## src/rtl/cfu_seq_pkg.sv

```systemverilog
// Shared types and constants for the CFU op sequencer: FSM state encoding,
// status-word field widths, the local status funct7 and the timeout tag.
package cfu_seq_pkg;

  typedef enum logic [1:0] {
    ST_IDLE  = 2'd0,
    ST_ISSUE = 2'd1,
    ST_WAIT  = 2'd2,
    ST_RESP  = 2'd3
  } seq_state_t;

  localparam logic [6:0]  STATUS_FUNCT7_DEF = 7'h7F;
  localparam logic [15:0] TIMEOUT_TAG       = 16'hDEAD;

  localparam int unsigned OP_CNT_W = 16;
  localparam int unsigned TO_CNT_W = 8;
  localparam int unsigned FUNCT7_W = 7;

  // Status word: {ops completed, timeouts, last dispatched funct7, 1'b0}.
  function automatic logic [31:0] status_word(
    input logic [OP_CNT_W-1:0] ops,
    input logic [TO_CNT_W-1:0] tos,
    input logic [FUNCT7_W-1:0] f7
  );
    return {ops, tos, f7, 1'b0};
  endfunction

endpackage

```

## src/rtl/cfu_seq_counters.sv

```systemverilog
// Completed-op counter (wraps) and timeout counter (saturates).
// The timeout counter exists only when CFU_SEQ_TIMEOUT_EN is defined.
module cfu_seq_counters
  import cfu_seq_pkg::*;
(
  input  logic                clk,
  input  logic                reset_n,
  input  logic                op_done,
  input  logic                timeout_hit,
  output logic [OP_CNT_W-1:0] op_count,
  output logic [TO_CNT_W-1:0] timeout_count
);

  always_ff @(posedge clk or negedge reset_n) begin
    if (!reset_n) begin
      op_count <= '0;
    end else if (op_done) begin
      op_count <= op_count + OP_CNT_W'(1);
    end
  end

`ifdef CFU_SEQ_TIMEOUT_EN
  always_ff @(posedge clk or negedge reset_n) begin
    if (!reset_n) begin
      timeout_count <= '0;
    end else if (timeout_hit && (timeout_count != '1)) begin
      timeout_count <= timeout_count + TO_CNT_W'(1);
    end
  end
`else
  logic unused_timeout_hit;
  assign unused_timeout_hit = timeout_hit;
  assign timeout_count      = '0;
`endif

endmodule

```

## src/rtl/cfu_op_sequencer.sv

```systemverilog
// CFU command sequencer: accepts CPU commands, issues them to a datapath and
// returns the result. Optional WAIT timeout enabled by CFU_SEQ_TIMEOUT_EN.
module cfu_op_sequencer
  import cfu_seq_pkg::*;
#(
  parameter int unsigned TIMEOUT_CYCLES = 1024,
  parameter logic [6:0]  STATUS_FUNCT7  = STATUS_FUNCT7_DEF
) (
  input  logic        clk,
  input  logic        reset_n,
  input  logic        cmd_valid,
  output logic        cmd_ready,
  input  logic [9:0]  cmd_payload_function_id,
  input  logic [31:0] cmd_payload_inputs_0,
  input  logic [31:0] cmd_payload_inputs_1,
  output logic        rsp_valid,
  input  logic        rsp_ready,
  output logic [31:0] rsp_payload_outputs_0,
  output logic        dp_en,
  output logic [6:0]  dp_cmd,
  output logic [31:0] dp_inp0,
  output logic [31:0] dp_inp1,
  input  logic [31:0] dp_ret,
  input  logic        dp_done
);

  seq_state_t          state, state_next;
  logic [6:0]          funct7;
  logic [6:0]          last_funct7;
  logic                rsp_load;
  logic [31:0]         rsp_next;
  logic                op_done;
  logic                timeout_hit;
  logic [OP_CNT_W-1:0] op_count;
  logic [TO_CNT_W-1:0] timeout_count;
  logic                unused_funct3;

  assign funct7        = cmd_payload_function_id[9:3];
  assign unused_funct3 = ^cmd_payload_function_id[2:0];

`ifdef CFU_SEQ_TIMEOUT_EN
  localparam int unsigned WAIT_W = (TIMEOUT_CYCLES > 1) ? $clog2(TIMEOUT_CYCLES) : 1;
  logic [WAIT_W-1:0] wait_cnt;
  logic              wait_expired;

  assign wait_expired = (wait_cnt == WAIT_W'(TIMEOUT_CYCLES - 1));

  always_ff @(posedge clk or negedge reset_n) begin
    if (!reset_n) begin
      wait_cnt <= '0;
    end else if (state != ST_WAIT) begin
      wait_cnt <= '0;
    end else begin
      wait_cnt <= wait_cnt + WAIT_W'(1);
    end
  end
`else
  localparam int unsigned UNUSED_TIMEOUT_CYCLES = TIMEOUT_CYCLES;
`endif

  always_ff @(posedge clk or negedge reset_n) begin
    if (!reset_n) begin
      state <= ST_IDLE;
    end else begin
      state <= state_next;
    end
  end

  always_comb begin
    state_next  = state;
    rsp_load    = 1'b0;
    rsp_next    = '0;
    op_done     = 1'b0;
    timeout_hit = 1'b0;
    case (state)
      ST_IDLE: begin
        if (cmd_valid) begin
          if (funct7 == STATUS_FUNCT7) begin
            state_next = ST_RESP;
            rsp_load   = 1'b1;
            rsp_next   = status_word(op_count, timeout_count, last_funct7);
          end else begin
            state_next = ST_ISSUE;
          end
        end
      end
      ST_ISSUE, ST_WAIT: begin
        // dp_done takes priority over a timeout expiring in the same cycle.
        if (dp_done) begin
          state_next = ST_RESP;
          rsp_load   = 1'b1;
          rsp_next   = dp_ret;
          op_done    = 1'b1;
        end else if (state == ST_ISSUE) begin
          state_next = ST_WAIT;
`ifdef CFU_SEQ_TIMEOUT_EN
        end else if (wait_expired) begin
          state_next  = ST_RESP;
          rsp_load    = 1'b1;
          rsp_next    = {TIMEOUT_TAG, 9'b0, dp_cmd};
          timeout_hit = 1'b1;
`endif
        end
      end
      ST_RESP: begin
        if (rsp_ready) begin
          state_next = ST_IDLE;
        end
      end
      default: state_next = ST_IDLE;
    endcase
  end

  always_comb begin
    cmd_ready = (state == ST_IDLE);
    rsp_valid = (state == ST_RESP);
    dp_en     = (state == ST_ISSUE);
  end

  always_ff @(posedge clk or negedge reset_n) begin
    if (!reset_n) begin
      dp_cmd                <= '0;
      dp_inp0               <= '0;
      dp_inp1               <= '0;
      last_funct7           <= '0;
      rsp_payload_outputs_0 <= '0;
    end else begin
      if (cmd_valid && (state == ST_IDLE)) begin
        dp_cmd  <= funct7;
        dp_inp0 <= cmd_payload_inputs_0;
        dp_inp1 <= cmd_payload_inputs_1;
      end
      if (state == ST_ISSUE) begin
        last_funct7 <= dp_cmd;
      end
      if (rsp_load) begin
        rsp_payload_outputs_0 <= rsp_next;
      end
    end
  end

  cfu_seq_counters u_counters (
    .clk           (clk),
    .reset_n       (reset_n),
    .op_done       (op_done),
    .timeout_hit   (timeout_hit),
    .op_count      (op_count),
    .timeout_count (timeout_count)
  );

endmodule

```

## config.mk

```make
export PLATFORM = sky130hd
export DESIGN_NAME = cfu_op_sequencer
export DESIGN_NICKNAME = d
export VERILOG_FILES = /design/src/rtl/cfu_seq_pkg.sv /design/src/rtl/cfu_seq_counters.sv /design/src/rtl/cfu_op_sequencer.sv
export SDC_FILE = /design/constraint.sdc
export NUM_CORES = 1
export LEC_CHECK = 0
export ABC_AREA = 1
export BUFFER_PORTS_ARGS = -buffer_cell sky130_fd_sc_hd__buf_2
export CAP_MARGIN = 5
export CELL_PAD_IN_SITES_DETAIL_PLACEMENT = 0
export CELL_PAD_IN_SITES_GLOBAL_PLACEMENT = 2
export CORE_ASPECT_RATIO = 1.4
export CORE_MARGIN = 2
export CORE_UTILIZATION = 25
export CTS_BUF_LIST = sky130_fd_sc_hd__clkbuf_2 sky130_fd_sc_hd__clkbuf_4 sky130_fd_sc_hd__clkbuf_8
export DETAILED_ROUTE_END_ITERATION = 10
export PLACE_DENSITY = 0.76
export RECOVER_POWER = 100
export SYNTH_ARGS = -nofsm -noshare
export SYNTH_HDL_FRONTEND = slang
export SYNTH_SLANG_ARGS = --single-unit
```

## constraint.sdc

```tcl
create_clock -name clk -period 1.5 [get_ports clk]
set_input_delay 0.3 -clock clk [delete_from_list [all_inputs] [get_ports clk]]
set_output_delay 0.3 -clock clk [all_outputs]
set_load 0.01 [all_outputs]
```

==> results.md <==
* Status: finished, violations left
* Failing checks: negative setup slack
* H-tree levels at 4
* Largest net degree at the start of global routing at 56
* Setup violations, final at 36
* Area grow syn2layout at 48.84%
* Non-Filler Instances at 1254
* Logic pwr share at 47.5%
* Later-pin clock latency in the skew report at 0.45 ns
* Clock Skew at 0.01385 ns
* TritonCTS Sinks at 128
* CP Class: reg2reg
* Share of cells above drive strength 1 at 38.45%
* Tmin final at 1.625 ns
* Inserted Diodes at 0
* Setup TNS at -3.423 ns
* Netlist cell types at 25
* Final GP Congestion at 0.7655
* Area of the multi-input gates at 2411 sq um
* Worst setup margin at -0.1247 ns
* Number of cells produced by synthesis at 682
* Ys Warns at 0
* Clock Tree Root: clkbuf_8
* Finished Core Util at 38.01%
* Area of the core at 21940 sq um
* Mapped Area at 5603 sq um
* CTS tree: yes
* Antenna violations before repair at 0
* Tcrit/Tclk final at 108.3%
* Worst Hold Class: in2reg
* Static Leak at 4.640 nW
* Fmax at 615.5 MHz
* Top cell type by total area after synthesis: dfrtp_1
* Crit-path max FO at 6
* WP data arrival at 1.96 ns
* CTS Buffer Depth at 2
* Post-Syn Area per Cell at 8.215 sq um
* Starting Density at 25.54%
* Gr usage total at 15.36%
* Most common cell after layout, fill and taps aside: nand2_1
* Slew Limit Fails at 0
* Sequential cell area at 3203 sq um
* Sequential-to-total area share from yosys stat at 57.17%
* Seq pwr share at 34.9%
* Ranking of synthesized cells by area: dfrtp_1 (57%), nand2_1 (28%), nand4_1 (3.0%), inv_1 (1.4%), ha_1 (1.3%)
* Worst VDD drop at 712.0 uV
* Remaining global-route overflow at 0
* WHS at 0.03549 ns
* Hold Fails Final Rpt at 0
* Total Power at 16.58 mW
* Number of max-cap violations at 0
* Wire per inst at 15.09 um
* Pwr dens at 1988 nW/um^2
* Rows at 64
* First-pass GRT wire length at 27720 um
* Vias in the first global route at 5214
* Routed vias/inst at 4.144
* Switching power total at 6.758 mW
* Placed instance count at 1197
* Die Width at 130.5 um
* Most frequent cells in the layout: nand2_1 (377), buf_2 (210), dfrtp_1 (128)
* Iter 0 DRT Violations at 131
* Top cell type's share of synthesized area at 57.17%
* WP data required at 1.84 ns
* Initial DRT Pass Iterations at 4
* Int Power at 9.823 mW
* Fillcell total at 2390
* CTS clk-pin slew, worst paths at 0.09 ns
* Crit path launch type: flop
* Post-route ant nets at 0
* Worst Tran Pin Value at 0.5864 ns
* Hpwl dp at 12520 um
* Die Ht at 181.1 um
* Worst setup EP type: flop
* Flops & latches, synth at 128
* I/O pins at 217
* Drc violations at 0
* Die ar. at 23640 sq um
* Vias at 5197
* Number of port buffers at 213
* Nets at 1061
* RSZ-0062 raised after global routing: true
* Clock power share at 17.5%
* Worst rel slew slack at 60.91%
* CTS buffer count at 17
* Routed WL at 18930 um
* Switching part of the total at 40.76%
* Synth Net Count at 799
## flip-flops by register name, indices dropped and copies added (netlist names)
name                   cells
dp_cmd                     7
dp_inp0                   32
dp_inp1                   32
last_funct7                7
rsp_payload_outputs_0     32
state                      2
u_counters.op_count       16
## area by class of cell
type | instances | share of cell area (%)
Inverter | 23 | 1.335
Clock buffer | 18 | 2.896
Tap cell | 297 | 4.456
Timing Repair Buffer | 273 | 22.43
Sequential cell | 128 | 38.41
Multi-Input combinational cell | 501 | 28.91
Clock inverter | 14 | 1.560
## timing repair
action | in CTS | in global routing
endpoints found under the hold margin | 79 | 1
hold buffers | 3 | 1
buffers inserted | 4 | 6
endpoints found under the setup margin | 57 | 95
cloned | 0 | 11
resized for setup | 24 | 88
pin swaps | 5 | 16
## through the flow
step	setup WS, ns	area [sq um]
3_3_place_gp	-0.08727	7232
4_1_cts	-0.1275	7754
6_report	-0.1247	8339
3_5_place_dp	-0.08993	7232
2_1_floorplan	-0.004729	5603
5_1_grt	-0.1959	8339
## path summary, 6_finish.rpt
check	depth (start not counted)	start	slack (ns)	end
min in group asynchronous	2	reset_n	0.39	rsp_payload_outputs_0[30]$_DFFE_PN0P_
worst min register to register	2	rsp_payload_outputs_0[5]$_DFFE_PN0P_	0.47	rsp_payload_outputs_0[5]$_DFFE_PN0P_
worst max-delay path	11	state[1]$_DFFE_PN0P_	-0.12	rsp_payload_outputs_0[10]$_DFFE_PN0P_
worst max register to register	11	state[1]$_DFFE_PN0P_	-0.12	rsp_payload_outputs_0[10]$_DFFE_PN0P_
max in group asynchronous	3	reset_n	0.19	dp_inp0[25]$_DFFE_PN0P_
worst min-delay path	3	cmd_payload_inputs_0[7]	0.04	dp_inp0[7]$_DFFE_PN0P_
## cells by family after synthesis
kind of cell | after synthesis | synth area share (%)
xor gates and xnor gates | 7 | 1.094
and+or+nand+nor | 480 | 34.93
adders and majority gates | 6 | 1.340
DFF | 128 | 57.17
AOI/OAI and AO/OA | 8 | 0.7593
buffers and inverters | 53 | 4.712
## synthesized netlist by cell type
cell and number:
inv_1 21, nor3_1 2, nor3_4 1, a21oi_1 2, xnor2_1 1, ha_1 6, nor2_1 15, inv_2 2
nor2_4 4, nand4_1 27, o21bai_1 1, clkbuf_1 9, nand2_4 1, nand2_1 414, nand2_2 4, xor2_1 6
dfrtp_1 128, buf_6 3, o21ai_0 5, buf_2 10, nand3_1 7, or2_2 1, nor2_2 1, buf_4 8
nand3b_1 3
## power groups by stage
stage | registers (mW) | logic, mW | clock network, mW
6_report | 5.79 | 7.88 | 2.91
5_1_grt | 5.99 | 8.81 | 3.18
4_1_cts | 5.78 | 6.82 | 3.04
3_3_place_gp | 5.78 | 6.50 | 0
3_5_place_dp | 5.80 | 6.54 | 0
2_1_floorplan | 6.41 | 2.92 | 0
## metal layers
metal	vias to the layer above	routed length, um	track usage, %
li1	2625	-	-
met1	2424	7394	17.14
met2	131	10420	27.67
met3	17	904	4.886
met4	0	212	4.213
met5	-	0	0
## critical path: stages (launching register included)
cell and delay, ns:
dfrtp_1 0.39, inv_2 0.12, ha_4 0.16, buf_4 0.13
nand2_8 0.07, clkinv_8 0.09, nand3_4 0.08, nand2_2 0.08
nand2_4 0.11, clkbuf_16 0.19, nand2_1 0.06, nand2_1 0.04
(Power assumes the default switching activity.)
